==> src/rtl/proc_pkg.sv <==
// Shared processor definitions: instruction-register layout, opcodes,
// decoded-field struct and the fetch FSM state type.
package proc_pkg;

    localparam int IW = 32;

    localparam int OPER_MSB  = 31;
    localparam int OPER_LSB  = 27;
    localparam int RDST_MSB  = 26;
    localparam int RDST_LSB  = 22;
    localparam int RSRC1_MSB = 21;
    localparam int RSRC1_LSB = 17;
    localparam int IMM_BIT   = 16;
    localparam int RSRC2_MSB = 15;
    localparam int RSRC2_LSB = 11;
    localparam int ISRC_MSB  = 15;
    localparam int ISRC_LSB  = 0;

    typedef enum logic [4:0] {
        OPC_NOP  = 5'd0,
        OPC_ADD  = 5'd1,
        OPC_SUB  = 5'd2,
        OPC_AND  = 5'd3,
        OPC_OR   = 5'd4,
        OPC_XOR  = 5'd5,
        OPC_SHL  = 5'd6,
        OPC_SHR  = 5'd7,
        OPC_LD   = 5'd8,
        OPC_ST   = 5'd9,
        OPC_BR   = 5'd10,
        OPC_HALT = 5'd11
    } opcode_e;

    localparam logic [4:0] OPC_MAX = 5'd11;

    typedef enum logic [1:0] {
        IDLE  = 2'd0,
        FETCH = 2'd1,
        WAIT  = 2'd2,
        HOLD  = 2'd3
    } fetch_state_e;

    typedef struct packed {
        logic [4:0]  oper_type;
        logic [4:0]  rdst;
        logic [4:0]  rsrc1;
        logic        imm_mode;
        logic [4:0]  rsrc2;
        logic [15:0] isrc;
    } ir_fields_t;

endpackage

==> src/rtl/ir_field_decode.sv <==
// Slices an instruction word into its fields and flags unknown opcodes.
// Purely combinational so the execute stage can reuse it unchanged.
module ir_field_decode
    import proc_pkg::*;
(
    input  logic [IW-1:0] ir,
    output ir_fields_t    fields,
    output logic          illegal
);

    assign fields.oper_type = ir[OPER_MSB:OPER_LSB];
    assign fields.rdst      = ir[RDST_MSB:RDST_LSB];
    assign fields.rsrc1     = ir[RSRC1_MSB:RSRC1_LSB];
    assign fields.imm_mode  = ir[IMM_BIT];
    assign fields.rsrc2     = ir[RSRC2_MSB:RSRC2_LSB];
    assign fields.isrc      = ir[ISRC_MSB:ISRC_LSB];

    assign illegal = (ir[OPER_MSB:OPER_LSB] > OPC_MAX);

endmodule

==> src/rtl/instr_fetch.sv <==
// Instruction fetch stage: one outstanding program-memory read at a time,
// loads the instruction register and hands it to execute with valid/ready.
module instr_fetch #(
    parameter int                ADDR_W   = 8,
    parameter int                IW       = 32,
    parameter logic [ADDR_W-1:0] RESET_PC = '0
) (
    input  logic                   clk,
    input  logic                   rst_n,
    output logic                   imem_req,
    output logic [ADDR_W-1:0]      imem_addr,
    input  logic [IW-1:0]          imem_rdata,
    input  logic                   imem_rvalid,
    output logic [IW-1:0]          ir,
    output logic                   ir_valid,
    input  logic                   ir_ready,
    output logic                   illegal_op,
    output logic [ADDR_W-1:0]      pc,
    input  logic                   branch_en,
    input  logic [ADDR_W-1:0]      branch_addr,
    input  logic                   halt,
    output proc_pkg::ir_fields_t   ir_fields,
    output proc_pkg::fetch_state_e dbg_state
);
    import proc_pkg::*;

    // Handshake: ir is transferred in a cycle where ir_valid && ir_ready at the
    // rising edge; ir/pc/ir_valid hold steady while ir_valid && !ir_ready.

    fetch_state_e      state, state_nx;
    logic [ADDR_W-1:0] fetch_pc, fetch_pc_nx;
    logic              drop, drop_nx;
    logic              load_ir;
    logic              handshake;
    logic              ir_illegal;

    assign handshake = ir_valid && ir_ready;
    assign dbg_state = state;

    always_comb begin
        state_nx    = state;
        fetch_pc_nx = fetch_pc;
        drop_nx     = drop;
        imem_req    = 1'b0;
        load_ir     = 1'b0;

        // A response owed to an abandoned request retires the drop flag.
        if (drop && imem_rvalid) begin
            drop_nx = 1'b0;
        end

        case (state)
            IDLE: begin
                if (!halt) begin
                    state_nx = FETCH;
                end
            end
            FETCH: begin
                // Never issue while the abandoned request is still in flight.
                if (halt) begin
                    state_nx = IDLE;
                end else if (!drop) begin
                    imem_req = 1'b1;
                    state_nx = WAIT;
                end
            end
            WAIT: begin
                if (imem_rvalid) begin
                    load_ir     = 1'b1;
                    fetch_pc_nx = fetch_pc + ADDR_W'(1);
                    state_nx    = HOLD;
                end
            end
            HOLD: begin
                if (handshake) begin
                    state_nx = halt ? IDLE : FETCH;
                end
            end
            default: begin
                state_nx = IDLE;
            end
        endcase

        if (branch_en) begin
            load_ir     = 1'b0;
            fetch_pc_nx = branch_addr;
            state_nx    = halt ? IDLE : FETCH;
            // A request left unanswered by the redirect must be swallowed later.
            if ((state == WAIT && !imem_rvalid) || imem_req) begin
                drop_nx = 1'b1;
            end
        end
    end

    always_ff @(posedge clk or negedge rst_n) begin
        if (!rst_n) begin
            state    <= IDLE;
            fetch_pc <= RESET_PC;
            drop     <= 1'b0;
            ir       <= '0;
            ir_valid <= 1'b0;
            pc       <= '0;
        end else begin
            state    <= state_nx;
            fetch_pc <= fetch_pc_nx;
            drop     <= drop_nx;
            if (load_ir) begin
                ir       <= imem_rdata;
                pc       <= fetch_pc;
                ir_valid <= 1'b1;
            end else if (handshake || branch_en) begin
                ir_valid <= 1'b0;
            end
        end
    end

    assign imem_addr = imem_req ? fetch_pc : '0;

    ir_field_decode u_decode (
        .ir      (ir[proc_pkg::IW-1:0]),
        .fields  (ir_fields),
        .illegal (ir_illegal)
    );

    assign illegal_op = ir_valid && ir_illegal;

endmodule

==> config.mk <==
export PLATFORM = sky130hd
export DESIGN_NAME = instr_fetch
export DESIGN_NICKNAME = d
export VERILOG_FILES = /design/src/rtl/proc_pkg.sv /design/src/rtl/ir_field_decode.sv /design/src/rtl/instr_fetch.sv
export SDC_FILE = /design/constraint.sdc
export NUM_CORES = 1
export LEC_CHECK = 0
export CORE_MARGIN = 2
export CORE_UTILIZATION = 42
export DETAILED_ROUTE_END_ITERATION = 8
export PLACE_DENSITY = 0.85
export SLEW_MARGIN = 10
export SYNTH_ARGS = -nofsm -noshare
export SYNTH_HDL_FRONTEND = slang
export SYNTH_HIERARCHICAL = 1
export SYNTH_SLANG_ARGS = --single-unit
==> constraint.sdc <==
create_clock -name clk -period 3.6 [get_ports clk]
set_input_delay 0.54 -clock clk [delete_from_list [all_inputs] [get_ports clk]]
set_output_delay 0.54 -clock clk [all_outputs]
set_load 0.01 [all_outputs]
# Yosys cells after proc, flatten, opt, wreduce, memory -nomap -nowiden
# Index checks and enable logic that the tools add are counted.
[totals]
out_inout_bits = 90
regBits = 52
input_bits = 46
[classes]
n_eq_ne = 7
magnitude_cmp = 1
add_sub_neg = 1
mux = 23
reduce_logical = 13
[op_table]
columns = ["op", "n"]
rows = [
  ["$mux 8", 4],
  ["$mux 1", 12],
  ["$mux 2", 6],
  ["$ne 3x3->1 const B", 3],
  ["$add 8x1->8 const B", 1],
  ["$pmux 2 s4", 1],
  ["$reduce_bool 2->1", 3],
  ["$gt 5x4->1 const B", 1],
  ["$eq 2x2->1 const B", 2],
  ["$logic_and 1x1->1", 4],
  ["$ne 4x4->1 const B", 1],
  ["$reduce_and 4->1", 1],
  ["$eq 2x1->1 const B", 1],
  ["$logic_not 2->1", 1],
  ["$logic_or 1x1->1", 2],
  ["$reduce_and 2->1", 1],
  ["$logic_not 1->1", 1],
]

# Depth between registers and ports, before layout
# Gate-level depths: netlist (run 1).
[logic_depth]
ltp_word = 6
depth_mapped = 5

# By module
# The synthesis (run 1) kept the hierarchy.
[by_module_without_submodules]
columns = ["module", "instances", "cells_per_inst", "area_each_um2"]
rows = [
  ["instr_fetch", 1, 170, 2243.4],
  ["ir_field_decode", 1, 38, 285.3],
]

# Worst setup path after synthesis (run 1)
# OpenSTA, ideal clock, no wires.
[synth_timing]
path_type = "flip-flop to output port"
startpoint = "register state[1] (netlist: dbg_state[1])"
endpoint = "output imem_addr[0]"
t_arrival_ns = 1.274
path_slack_ns = 1.786
n_path_buf = 2
required_ns = 3.060
path_stages_with_launch = 5
cell_sequence = "dfrtp_1 -> buf_6 -> nor4b_1 -> buf_2 -> and2_1"
[synth_via]
elab_chain_cells = 3
[synth_lines]
columns = ["element", "line", "rtl"]
rows = [
  ["start: declaration", "instr_fetch.sv:30", "fetch_state_e state, state_nx;"],
  ["start signal: assignment", "instr_fetch.sv:104", "state <= state_nx;"],
  ["$eq 2x1->1", "instr_fetch.sv:52", "case (state)"],
  ["$mux 1", "instr_fetch.sv:52", ""],
  ["via imem_req", "instr_fetch.sv:10", "output logic imem_req,"],
  ["$mux 8", "instr_fetch.sv:117", "assign imem_addr = imem_req ? fetch_pc : '0;"],
  ["end: declaration", "instr_fetch.sv:11", "output logic [ADDR_W-1:0] imem_addr,"],
]
# The timed path passes the listed nets, and every way through them passes these cells.

# Final worst setup path (run 1)
[layout_timing]
startpoint = "input halt"
endpoint = "output imem_addr[3]"
[layout_via]
elab_chain_cells = 3
[layout_lines]
columns = ["element", "line", "rtl"]
rows = [
  ["start: declaration", "instr_fetch.sv:21", "input logic halt,"],
  ["$mux 1", "instr_fetch.sv:60", "if (halt) begin"],
  ["$mux 1", "instr_fetch.sv:52", ""],
  ["$mux 8", "instr_fetch.sv:117", ""],
]
# Every way passes these cells.

==> flow_summary.yaml, run 1 <==
floorplanning:
  io_pins: 136
  dieArea_sq_um: 6660
  die_w_um: 81.6
  core-area_sq_um: 5890
  die_h_um: 81.6
  rows: 28
  start_util: 0.430
clocking:
  clk_path_buf_depth: 2
  cts_buffers: 5
  cts_max_level: 2
  cts-resized-gates: 0
  clk_pin_slew_ps: 90
  cts.sinks: 52
  post_cts_buffers: 0
  worstSkewPairLatency_ps: 290
  ctsHoldBuffers: 0
  cts_root_buffer: "clkbuf_8"
  cts_tree: "yes"
yosys:
  yosysWarnings: 6
  synthCells: 208
  synth.net_count: 255
  yosysSeqAreaShare: 0.515
  postSynthAreaPerCell_sq_um: 12.2
  syn-cell-area_sq_um: 2530
  ys_types: 35
  ys_ff_latch: 52
status:
  status: "finished clean"
sta:
  max_freq_ghz: 0.327
  drv_slew: 0
  slew-limit-headroom: 0.552
  finalClockSkew_ps: 6.94
  fin_crit_ps: 3060
  tightestPinTransition_ps: 663
  fin_crit_sh: 0.850
  rsz0062_at_grt: "false"
  hold_violations: 0
  setup_tns_ps: 0
  setup_viol: 0
cells_and_area:
  drive_above_1_share: 0.0485
  seqCellArea_sq_um: 1300
  n_fill_cell: 457
  diodes: 0
  post-route-util: 0.640
  nets: 356
  final_common_cell: "clkdlybuf4s50_1"
  area_growth_pct: 48.9
  multiInputGateArea_sq_um: 886
  layout_common_cells: "clkdlybuf4s50_1 (134), dfrtp_1 (52), mux2_1 (40), and2_1 (9), o21ai_0 (9)"
critical_path:
  cp_data_required_time_ps: 3060
  path_cells: "clkdlybuf4s50_1 > nor4b_1 > buf_4 > and2_1 > clkdlybuf4s50_1"
  max_stage_delay_ps: 590
  cp_slowest_cell: "nor4b_1"
  cp_max_fo: 8
  cp-end-kind: "output port"
  cp-start-kind: "input pin"
  path_class: "input pin to output port"
  crit_arrival_ps: 2520
  cp_common_cell: "clkdlybuf4s50_1"
placement:
  globalplace.congestion: 0.794
  io_buffers: 135
  dp_hpwl_um: 4620
routing:
  drt_first_pass_iters: 4
  remaining_drc_errors: 0
  post_drt_wl_per_cell_um: 15.3
  drtAntennaViolNets: 0
  vias: 1872
  drt_wl_total_um: 5870
  drt-initial-drc-count: 18
  routed_via_density: 4.88
global_routing:
  grt_pass1_wl_um: 8660
  grt_use_total: 0.173
  grt_max_degree: 41
  antenna_found_initial: 0
  grt_overflow: 0
  grt_pass1_vias: 1702
min_path:
  hp-class: "input pin to async pin"
run:
  max_cap_viol_count: 0
power:
  power_density_nw_per_um2: 681
  ir_drop_uv: 370
  leakage_uw: 0.00161
through the flow:
| stage | area, sq um | cells | power, uW | hold WS [ps] | setup slack, ps |
|---|---|---|---|---|---|
| after floorplan | 2530 | 208 | 1580 | 244 | 1790 |
| after global placement | 3670 | 377 | 2220 | 468 | 702 |
| after detailed placement | 3670 | 377 | 2260 | 474 | 591 |
| after CTS | 3760 | 384 | 2610 | 165 | 575 |
| after global routing | 3760 | 384 | 2720 | 172 | 420 |
| final | 3760 | 384 | 2560 | 158 | 541 |
metal layers:
layer / global-route usage / vias to the layer above / share of wire
met4: 0.0450 / 0 / 0.0039
li1: - / 880 / -
met1: 0.190 / 913 / 0.38
met3: 0.0516 / 2 / 0.086
met2: 0.325 / 77 / 0.53
met5: 0 / - / 0
state kept, by name, summed over array words and instances (netlist names):
name,flops
pc,8
dbg_state,2
ir_valid,1
drop,1
fetch_pc,8
ir,32
synth_stat cells:
cell type  count  area share
a21o_1         1      0.0030
a21oi_1        3      0.0059
a221oi_1       1      0.0035
a22o_1         1      0.0035
a22oi_1        1      0.0030
a31oi_1        2      0.0049
and2_1         9       0.022
buf_2          1      0.0020
buf_4         42        0.12
buf_6          1      0.0045
clkbuf_1       1      0.0015
dfrtp_1       52        0.51
ha_1           1      0.0049
inv_1          3      0.0045
mux2_1        40        0.18
mux2i_1        1      0.0040
nand2_1        8       0.012
nand2b_1       2      0.0049
nand3_1        5      0.0099
nand3b_4       1      0.0079
nand4_1        2      0.0049
nand4b_1       1      0.0035
nand4b_2       1      0.0059
nor2_1         4      0.0059
nor2_2         1      0.0025
nor2b_1        3      0.0074
nor4_1         1      0.0025
nor4b_1        1      0.0035
o21ai_0        9       0.018
o21ai_1        1      0.0020
o21bai_1       1      0.0030
or3_1          2      0.0049
or4_1          2      0.0059
or4b_1         1      0.0040
xor2_1         2      0.0069
power breakdown:
part           total, uW  switching, uW  internal, uW  leakage (uW)
logic               1260            452           810      0.000909
clock network        344            173           171     0.0000503
registers            958            164           794      0.000654
total               2560            789          1780       0.00161
path summary, 6_finish.rpt:
path	start	to	slack [ps]	depth (start not counted)
worst max register to register	dbg_state[1]$_DFFE_PN0P_	ir[17]$_DFFE_PN0P_	1780	4
min in group clk	pc[3]$_DFFE_PN0P_	pc[3]$_DFFE_PN0P_	490	1
worst min-delay path	rst_n	dbg_state[1]$_DFFE_PN0P_	160	1
worst max-delay path	halt	imem_addr[3]	540	5
worst min register to register	pc[3]$_DFFE_PN0P_	pc[3]$_DFFE_PN0P_	490	1
max in group asynchronous	rst_n	ir[6]$_DFFE_PN0P_	2650	2
worst max-delay path: cells and delay by family:
family	cells	cell delay [ps]
simple gates	2	720
buf+inv	3	1250
cells by family after synthesis:
group / synth area share
DFF: 0.515
muxes: 0.182
AOI/OAI and AO/OA: 0.0465
adders and majority gates: 0.00495
buffers and inverters: 0.137
and+or+nand+nor: 0.108
xor gates and xnor gates: 0.00693
area by class of cell:
type,count,share of cell area
clock buffer,7,0.0256
multi-input combinational,108,0.235
tap,75,0.0249
sequential,52,0.346
timing repair buffer,139,0.366
inverter,3,0.00299
(Power assumes the default switching activity.)
==> inputs of run 2 (changes only) <==
- CORE_UTILIZATION: 42 -> 35
- PLACE_DENSITY: 0.85 -> 0.76
- clock period: 3.6 -> 2.6 ns (I/O delays scaled with it)
==> run 2 against run 1 <==
- count of clock-buffer cells in the layout is 2 lower
- worst hold slack worse by 160 ps
- register-to-register slack worse by 870 ps
- critical path type is now register to output port
- highest routed layer unchanged
==> flow_summary.yaml, run 2 (synthesized netlist as in run 1, its figures left out) <==
power:
  power_uw: 3540
  ir_drop_uv: 346
  power_density_nw_per_um2: 933
  leakage_uw: 0.00161
critical_path:
  max_stage_delay_ps: 550
  cp-end-kind: "output port"
  cp_slowest_cell: "clkdlybuf4s50_1"
  path_class: "register to output port"
  cp_max_fo: 11
  cp-start-kind: "register"
  cp_data_required_time_ps: 2210
  reg2reg_from: "dbg_state[1]$_DFFE_PN0P_"
  path_cells: "nor4b_1 > buf_4 > and2_1 > clkdlybuf4s50_1"
  crit_family: "buffers and inverters"
  crit_buf_inv: 2
  critPathLaunch: "dbg_state[1]$_DFFE_PN0P_"
  crit_arrival_ps: 2070
routing:
  drtAntennaViolNets: 0
  drt_first_pass_iters: 4
  vias: 1907
  routed_via_density: 4.69
  remaining_drc_errors: 0
  drt-initial-drc-count: 31
  post_drt_wl_per_cell_um: 14.9
  drt_wl_total_um: 6050
placement:
  globalplace.congestion: 0.743
  dp.cells: 399
  place_ws_ps: 185
  io_buffers: 135
  dp_hpwl_um: 4660
status:
  status: "finished clean"
cells_and_area:
  nets: 357
  top_register: "ir"
  drive_above_1_share: 0.0547
  n_fill_cell: 619
  diodes: 0
  area_growth_pct: 50.1
  layout_common_cells: "clkdlybuf4s50_1 (134), dfrtp_1 (52), mux2_1 (40), and2_1 (9), o21ai_0 (9)"
  stdcell_count: 407
  largest_reg_flops: 32
  reg_top3: "ir: 32 flops, fetch_pc: 8 flops, pc: 8 flops"
  final_common_cell: "clkdlybuf4s50_1"
sta:
  setup_viol: 0
  fin_crit_ps: 2460
  whs_ps: 1.57
  slew-limit-headroom: 0.696
  hold_violations: 0
  setup_tns_ps: 0
  fin_crit_sh: 0.945
  setup_slack_ps: 143
  finalClockSkew_ps: 4.65
  drv_slew: 0
  rsz0062_at_grt: "false"
  tightestPinTransition_ps: 457
  max_freq_ghz: 0.407
floorplanning:
  die_h_um: 89
  core-area_sq_um: 6910
  die_w_um: 89
  dieArea_sq_um: 7920
  start_util: 0.366
  rows: 30
  io_pins: 136
clocking:
  ctsHoldBuffers: 0
  cts_buffers: 5
  cts_tree: "yes"
  post_cts_buffers: 0
  cts_max_level: 2
  cts.sinks: 52
  clk_path_buf_depth: 2
  clk_pin_slew_ps: 100
  cts_root_buffer: "clkbuf_8"
  cts-resized-gates: 0
  worstSkewPairLatency_ps: 300
global_routing:
  grt_use_total: 0.149
  grt_overflow: 0
  grt_pass1_wl_um: 9200
  antenna_found_initial: 0
  grt_max_degree: 36
  grt_pass1_vias: 1854
min_path:
  hp-class: "input pin to async pin"
run:
  max_cap_viol_count: 0
-- run 2: cell types whose count changed in the layout (fill, tap and decap cells not counted), sizes merged --
cell and change:
clkinvlp +2, clkinv +1, buf +1, clkbuf -2
-- run 2: per-layer routing --
layer / vias up / global-route usage / share of wire / wire length, um
met5: - / 0 / 0 / 0
met4: 0 / 0.0326 / 0.0051 / 31
met3: 5 / 0.0388 / 0.10 / 608
met2: 98 / 0.261 / 0.48 / 2880
met1: 915 / 0.187 / 0.42 / 2530
li1: 889 / - / - / -
-- run 2: layout make-up --
| type | count | area, sq um | area share |
|---|---|---|---|
| Multi-Input combinational cell | 108 | 886 | 0.233 |
| Clock buffer | 5 | 68.8 | 0.0181 |
| Inverter | 3 | 11.3 | 0.00297 |
| Sequential cell | 52 | 1300 | 0.343 |
| Tap cell | 96 | 120 | 0.0317 |
| Clock inverter | 3 | 23.8 | 0.00626 |
| Timing Repair Buffer | 140 | 1380 | 0.365 |
-- run 2: final timing paths --
check,endpoint,slack [ps],cells after the start
max in group asynchronous,ir[22]$_DFFE_PN0P_,1800,2
hold reg to reg,pc[6]$_DFFE_PN0P_,490,1
min in group clk,pc[6]$_DFFE_PN0P_,490,1
setup / recovery,imem_addr[6],140,4
hold / removal,pc[2]$_DFFE_PN0P_,2,1
setup reg to reg,ir[27]$_DFFE_PN0P_,910,4
-- run 2: power breakdown --
part	switching [uW]	internal (uW)	total [uW]
clock network	275	191	467
logic	620	1120	1740
registers	233	1100	1330
-- run 2: worst register-to-register path, delay by kind of cell, from the launching register on --
kind                   cells  cell delay (ps)
buffers and inverters      1              340
DFF                        1              540
muxes                      1              390
and+or+nand+nor            2              310
-- run 2: per-stage QoR --
| step | area, sq um | util |
|---|---|---|
| global placement | 3700 | 0.536 |
| finish | 3790 | 0.549 |
| detailed placement | 3700 | 0.536 |
| global route | 3790 | 0.549 |
| floorplan | 2530 | - |
| CTS | 3790 | 0.549 |
==> inputs of run 3 (changes only) <==
- GPL_ROUTABILITY_DRIVEN: not set -> 1
==> results of run 3 <==
No change in the layout: final DEF, timing and power equal those of run 2.
